--- src/rtl/alu_cond_unit.sv ---
// Architectural flags register with pending-op interlock, branch condition
// evaluation over a valid/ready handshake, and a 4-deep flags save/restore stack.
module alu_cond_unit (
    input  logic       clk,
    input  logic       rst,
    input  logic [7:0] flags_in,
    input  logic       flags_we,
    input  logic       alu_issue,
    output logic       issue_ready,
    input  logic       cond_valid,
    input  logic [3:0] cond_code,
    output logic       cond_ready,
    output logic       res_valid,
    output logic       res_take,
    output logic       res_illegal,
    input  logic       flags_push,
    input  logic       flags_pop,
    output logic       stack_empty,
    output logic       stack_full,
    output logic       stack_err,
    output logic [7:0] flags_q
);

    localparam int unsigned FLAG_W = 8;
    localparam int unsigned DEPTH  = 4;
    localparam int unsigned PTR_W  = 3;
    localparam int unsigned IDX_W  = 2;
    localparam int unsigned CNT_W  = 2;
    localparam logic [CNT_W-1:0] CNT_MAX = CNT_W'(3);
    localparam logic [FLAG_W-1:0] FLAG_MASK = FLAG_W'(8'h1F);

    logic [FLAG_W-1:0] stack_mem [DEPTH];
    logic [PTR_W-1:0]  ptr_q, ptr_d;
    logic [CNT_W-1:0]  pend_q, pend_d;
    logic [FLAG_W-1:0] flags_d;
    logic              err_d;
    logic              do_push, do_pop, issue_eff;
    logic [IDX_W-1:0]  top_idx;
    logic              accept;
    logic              take_c, illegal_c;
    logic              f_z, f_c, f_eq, f_lt, f_gt;

    assign issue_ready = (pend_q != CNT_MAX);
    assign cond_ready  = (pend_q == '0);
    assign accept      = cond_valid & cond_ready;

    // Next-state for flags register, stack pointer, pending counter, error flag
    always_comb begin
        ptr_d     = ptr_q;
        pend_d    = pend_q;
        flags_d   = flags_q;
        err_d     = stack_err;
        top_idx   = IDX_W'(ptr_q - PTR_W'(1));
        do_push   = flags_push & ~flags_pop & (ptr_q != PTR_W'(DEPTH));
        do_pop    = flags_pop & ~flags_push & (ptr_q != '0);
        issue_eff = alu_issue & (pend_q != CNT_MAX);

        if (flags_push & ~flags_pop & (ptr_q == PTR_W'(DEPTH))) err_d = 1'b1;
        if (flags_pop & ~flags_push & (ptr_q == '0))            err_d = 1'b1;
        if (alu_issue & (pend_q == CNT_MAX))                    err_d = 1'b1;

        if (do_push) ptr_d = ptr_q + PTR_W'(1);
        if (do_pop)  ptr_d = ptr_q - PTR_W'(1);

        if (do_pop)        flags_d = stack_mem[top_idx];
        else if (flags_we) flags_d = flags_in & FLAG_MASK;

        case ({issue_eff, flags_we})
            2'b10:   pend_d = pend_q + CNT_W'(1);
            2'b01:   if (pend_q != '0) pend_d = pend_q - CNT_W'(1);
            default: pend_d = pend_q;
        endcase
    end

    // Condition decode against the pre-edge flags
    always_comb begin
        f_z       = flags_q[0];
        f_c       = flags_q[1];
        f_eq      = flags_q[2];
        f_lt      = flags_q[3];
        f_gt      = flags_q[4];
        take_c    = 1'b0;
        illegal_c = 1'b0;
        case (cond_code)
            4'd0:    take_c = 1'b1;
            4'd1:    take_c = 1'b0;
            4'd2:    take_c = f_z;
            4'd3:    take_c = ~f_z;
            4'd4:    take_c = f_c;
            4'd5:    take_c = ~f_c;
            4'd6:    take_c = f_eq;
            4'd7:    take_c = ~f_eq;
            4'd8:    take_c = f_lt;
            4'd9:    take_c = ~f_lt;
            4'd10:   take_c = f_gt;
            4'd11:   take_c = ~f_gt;
            4'd12:   take_c = f_z & ~f_c;
            4'd13:   take_c = f_c | f_z;
            default: illegal_c = 1'b1;
        endcase
    end

    always_ff @(posedge clk) begin
        if (rst) begin
            flags_q     <= '0;
            ptr_q       <= '0;
            pend_q      <= '0;
            stack_err   <= 1'b0;
            stack_empty <= 1'b1;
            stack_full  <= 1'b0;
            res_valid   <= 1'b0;
            res_take    <= 1'b0;
            res_illegal <= 1'b0;
        end else begin
            flags_q     <= flags_d;
            ptr_q       <= ptr_d;
            pend_q      <= pend_d;
            stack_err   <= err_d;
            stack_empty <= (ptr_d == '0);
            stack_full  <= (ptr_d == PTR_W'(DEPTH));
            res_valid   <= accept;
            if (accept) begin
                res_take    <= take_c;
                res_illegal <= illegal_c;
            end
        end
    end

    // Stack storage survives reset; only the pointer is cleared
    always_ff @(posedge clk) begin
        if (!rst && do_push) stack_mem[ptr_q[IDX_W-1:0]] <= flags_q;
    end

endmodule

--- config.mk ---
export PLATFORM = sky130hd
export DESIGN_NAME = alu_cond_unit
export DESIGN_NICKNAME = d
export VERILOG_FILES = /design/src/rtl/alu_cond_unit.sv
export SDC_FILE = /design/constraint.sdc
export NUM_CORES = 1
export LEC_CHECK = 0
export ABC_AREA = 1
export CAP_MARGIN = 30
export CORE_MARGIN = 8
export CORE_UTILIZATION = 25
export DETAILED_ROUTE_END_ITERATION = 7
export MAX_ROUTING_LAYER = met4
export PLACE_DENSITY_LB_ADDON = 0.12
export REMOVE_ABC_BUFFERS = 1
export SYNTH_ARGS = -nofsm -noshare
export SYNTH_HDL_FRONTEND = slang
export SYNTH_SLANG_ARGS = --single-unit
export TNS_END_PERCENT = 100
--- constraint.sdc ---
create_clock -name clk -period 2.55 [get_ports clk]
set_clock_uncertainty 0.2 [all_clocks]
set_input_delay 0.765 -clock clk [delete_from_list [all_inputs] [get_ports clk]]
set_output_delay 0.765 -clock clk [all_outputs]
set_load 0.01 [all_outputs]
# After elaboration in Yosys (flattened, before gate mapping)
# Memories as Yosys holds them, arrays and structs flattened.
# Cells that the tools add are included.
[totals] ff_bits=19 latchBits=0 ram_bits=32 rom_bits=0 input_bits=19 output_inout_bits=16 wordCells=79 n_memories=1
[mem_list] memory="stack_mem" depth=4 width=8 read_ports=1 rd_clocked_by_memory_dff=0 wr=1 line_no="32" source="logic [FLAG_W-1:0] stack_mem [DEPTH];"
[op_classes] add_sub_neg=4 mul=0 n_div=0 magnitude_cmp=0 eq_ne=21 shift=0 muxes=13 bitwise=18 n_reduce_logical=13
[ops] operator="4-bit == test, second input constant" n=6
[ops] operator="4-bit by 3-bit == test with 1-bit output, second input constant" n=4
[ops] operator="8-bit two-way mux" n=2
[ops] operator="14-bit OR reduction" n=1
[ops] operator="1-bit case mux with 13 select lines" n=1
[ops] operator="1-bit AND" n=10
[ops] operator="4-bit by 2-bit == test with 1-bit output, second input constant" n=2
[ops] operator="1-bit NOT" n=7
[ops] operator="3-bit == test, second input constant" n=2
[ops] operator="3-bit zero test" n=2
[ops] operator="1-bit two-way mux" n=6
[ops] operator="3-bit two-way mux" n=2
[ops] operator="2-bit nonzero test" n=3
[ops] operator="3-bit nonzero test" n=2
[ops] operator="2-bit == test, second input constant" n=2
[ops] operator="4-bit by 1-bit == test with 1-bit output, second input constant" n=1
[ops] operator="4-bit zero test" n=1
[ops] operator="2-bit inequality test, second input constant" n=2
[ops] operator="2-bit case mux with 2 select lines" n=1
[ops] operator="3-bit by 1-bit adder with 3-bit output, second input constant" n=1
[ops] operator="3-bit inequality test, second input constant" n=1
[ops] operator="3-bit by 1-bit subtractor with 3-bit output, second input constant" n=1
[ops] operator="2-bit by 1-bit adder with 2-bit output, second input constant" n=1
[ops] operator="2-bit by 1-bit == test with 1-bit output, second input constant" n=1
[ops] operator="7 further kinds" n=7

# Depth between registers and ports, before layout
[depth] ltp_word=6 depth_mapped=12 depth_no_buf=11

# Least setup slack after synthesis
# Ideal clock, no wire load.
[synth_timing] path_kind="register -> register" start="register ptr_q[0]" end="memory stack_mem[3][0] (enable)" setup_time_ns=0.370 arrival_time_ns=1.543 path_slack_ns=0.437 path_stages_with_launch=7 path_cell_list="dfxtp_1 -> inv_2 -> buf_8 -> ha_1 -> nand2_1 -> nand4_1 -> nor2_1"
[synth_between] elab_chain_len=5
[synth_rtl] element="start, declared" line_no="33" source="logic [PTR_W-1:0] ptr_q, ptr_d;"
[synth_rtl] element="start signal, assigned" line_no="116" source="ptr_q <= ptr_d;"
[synth_rtl] element="3-bit inequality test" line_no="54" source="do_push = flags_push & ~flags_pop & (ptr_q != PTR_W'(DEPTH));"
[synth_rtl] element="1-bit AND" line_no="54"
[synth_rtl] element="1-bit logical AND" line_no="131" source="if (!rst && do_push) stack_mem[ptr_q[IDX_W-1:0]] <= flags_q;"
[synth_rtl] element="1-bit two-way mux" line_no="131"
[synth_rtl] element="1-bit two-way mux (implied by the code)" line_no="131"
[synth_rtl] element="end, declared" line_no="32"
# Parallel ways exist; a longest one is shown, timed or not.

# Worst setup path after layout
[layout_timing] start="register pend_q[0]" end="output cond_ready"
[layout_between] elab_chain_len=1
[layout_rtl] element="start, declared" line_no="34" source="logic [CNT_W-1:0] pend_q, pend_d;"
[layout_rtl] element="start signal, assigned" line_no="117" source="pend_q <= pend_d;"
[layout_rtl] element="2-bit zero test" line_no="44" source="assign cond_ready = (pend_q == '0);"
[layout_rtl] element="end, declared" line_no="12" source="output logic cond_ready,"
# No other way between the ends.

==> results.tsv <==
stage	metric	value	unit
outcome	status	finished, final reports clean	
timing	slew_headroom	78.5	%
synthesis	synth.largest_area_cell	edfxtp_1	
detailed_routing	drtPass1Iterations	4	
critical_path	cp_max_fo	6	
grt	grt_busiest_layer	met2	
cts	htreeDepth	2	
cts	cts.repair.resized	0	
timing	finalHoldViolations	0	
finish	postLayoutCoreUtil	32.5	%
synthesis	synth-edff-count	32	
timing	worst_slew_pin_slew	0.322	ns
critical_path	critical_path.endpoint	cond_ready	
cts	path_clk_slew	0.09	ns
critical_path	worstSetupPathType	register to output pin	
cts	numCtsBuffers	5	
timing	fmax	0.421	GHz
critical_path	cp-end-kind	output pin	
detailed_routing	wirelength	5650	um
grt	met2_usage	15.3	%
cts	ctsRootBufferMaster	clkbuf_8	
placed_design	routabilityCongestion	0.741	
grt	first_global_vias	1754	
placed_design	hpwl	3900	um
synthesis	avgSynthCellArea	9.41	um^2
synthesis	ys_warn_count	0	
power	power_per_cell_area	640	nW/um^2
timing	rsz0062_at_grt	no	
timing	whs	0.281	ns
floorplanning	start_util	25.8	%
cts	cts_hold_buf	0	
placed_design	io_buffers	31	
timing	fin_crit_sh	93.1	%
finish	num_antenna_cells	0	
cts	clkLatencyLatePin	0.30	ns
grt	grt_pass1_wl	9140	um
timing	period_needed	2.38	ns
grt	antenna_found_initial	0	
finish	layout-drive-gt1-share	8.36	%
cts	cts_tree	built	
critical_path	r2r_end	stack_empty	
critical_path	critPathLaunch	pend_q[0]	
critical_path	r2r_slack	0.67	ns
floorplanning	core-area	8720	um^2
floorplanning	row_count	34	
floorplanning	num_io_pins	35	
critical_path	r2r_cells	10	
synthesis	synth.ff_latch_count	51	
cts	clock-sinks	51	
detailed_routing	avgRoutedWirePerCell	14.3	um
grt	track_usage	9.41	%
power	power.leakage	1.11	nW
synthesis	synth-main-ff-cell	edfxtp_1	
synthesis	syn_inst	239	
detailed_routing	drt-vias-per-instance	4.51	
finish	area_growth	25.9	%
placed_design	pre_cts_ws	0.0445	ns
timing	setup_ws	0.175	ns
detailed_routing	drt-initial-drc-count	87	
critical_path	worstSetupStartpointType	register	
finish	final_nets	310	
timing	slew_violations	0	
synthesis	async_flop_share	0	%
synthesis	synth_area_leaders	edfxtp_1, dfxtp_1, nand2_1	
detailed_routing	vias	1782	
finish	fillers	919	
detailed_routing	remaining_drc_errors	0	
job	max_cap_viol_count	0	
critical_path	cp.arrival	1.41	ns
timing	finalSetupTns	0	ns
critical_path	r2r_start	ptr_q[1]	
synthesis	synth_top_area_share	42.7	%
floorplanning	fp.dieArea	12300	um^2
floorplanning	die_y	111	um
synthesis	syn_area	2250	um^2
critical_path	cp.required	1.59	ns
cts	cts_max_path_buffers	2	
synthesis	yosysUniqueCellTypes	24	
synthesis	seq_area_frac_synth	59.7	%
grt	grt_max_degree	20	
timing	setup_violations	0	
floorplanning	dieWidth	111	um
grt	overflow	0	
cts	cts_setup_buffers	0	
grt	use_met1	11.2	%
power	vdd_ir_drop_max	0.000197	V
detailed_routing	drtAntennaViolNets	0	
hold_path	min_path_type	register to register	
grt	met3_usage	2.22	%
-- flip-flops by register name (all words and copies together), names as in the netlist --
name / flops
stack_full: 1
flags_q: 8
stack_empty: 1
res_valid: 1
stack_err: 1
pend_q: 2
ptr_q: 3
stack_mem: 32
res_take: 1
res_illegal: 1
-- cell usage after synthesis (all sizes together) (3+ instances only) --
| cell type | n |
|---|---|
| o22ai | 8 |
| o21ai | 23 |
| dfxtp | 19 |
| nand4 | 3 |
| edfxtp | 32 |
| inv | 25 |
| ha | 5 |
| a21oi | 14 |
| o211ai | 3 |
| nand2 | 54 |
| nor2 | 29 |
| nand3 | 14 |
-- how the worst min path moves through the flow --
stage | from | end | slack, ns | cells after the start
3_5_place_dp | res_take | res_take | 0.26 | 2
3_3_place_gp | res_take | res_take | 0.26 | 2
2_1_floorplan | pend_q[0] | pend_q[0] | 0.27 | 1
6_report | res_take | res_take | 0.28 | 2
5_1_grt | res_take | res_take | 0.31 | 2
4_1_cts | res_take | res_take | 0.29 | 2
-- layer usage --
layer | vias up | wire (um)
met2 | 32 | 2570
met1 | 842 | 2820
met5 | - | 0
li1 | 906 | -
met3 | 2 | 213
met4 | 0 | 48
-- layout make-up --
type                    instances  area, um^2  share of cell area (%)
clock inverters                 2        7.51                   0.265
repair buffers                 44         408                    14.4
clock buffers                   6        72.6                    2.56
flip-flops and latches         51        1340                    47.4
well taps                     108         135                    4.77
multi-input cells             158         769                    27.2
inverters                      26        97.6                    3.45
-- cells in the final DEF, fill, tap and decap left out, drive strengths merged --
master,netlist,final
a31oi,1,1
nand2,54,54
nand4,3,3
nor2,29,29
nand3b,1,1
dfxtp,19,19
edfxtp,32,32
clkinv,1,3
ha,5,5
nand3,14,14
o22ai,8,8
inv,25,25
clkbuf,2,6
nor3,2,2
xor2,1,1
clkdlybuf4s50,0,31
o211ai,3,3
a21oi,14,14
o21ai,23,23
buf,2,13
-- worst max-delay path: stages, from the launching register on --
cell and delay [ns]:
dfxtp_1 0.37, nor2_1 0.17, clkdlybuf4s50_1 0.57
-- logic make-up (layout without fill, tap and decap cells) --
kind of cell    count (synthesis)  after routing  share of synthesized area [%]
fa+ha+maj                       5              5                           2.78
compound gates                 49             49                           11.9
flops                          51             51                           59.7
buf+inv                        30             78                           6.12
simple gates                  103            103                           18.8
xor+xnor                        1              1                          0.724
-- power by group --
part           switching [mW]  internal, mW
sequential             0.0340         0.925
clock                   0.260         0.188
combinational           0.234         0.172
-- metrics by stage --
step / power [mW] / std cells / instance area [um^2]
5_1_grt: 1.92 / 395 / 2830
2_1_floorplan: 1.20 / 235 / 2210
6_report: 1.81 / 395 / 2830
4_1_cts: 1.85 / 395 / 2830
3_3_place_gp: 1.40 / 387 / 2750
3_5_place_dp: 1.39 / 387 / 2750
No activity file was read; power rests on OpenSTA's default activity.
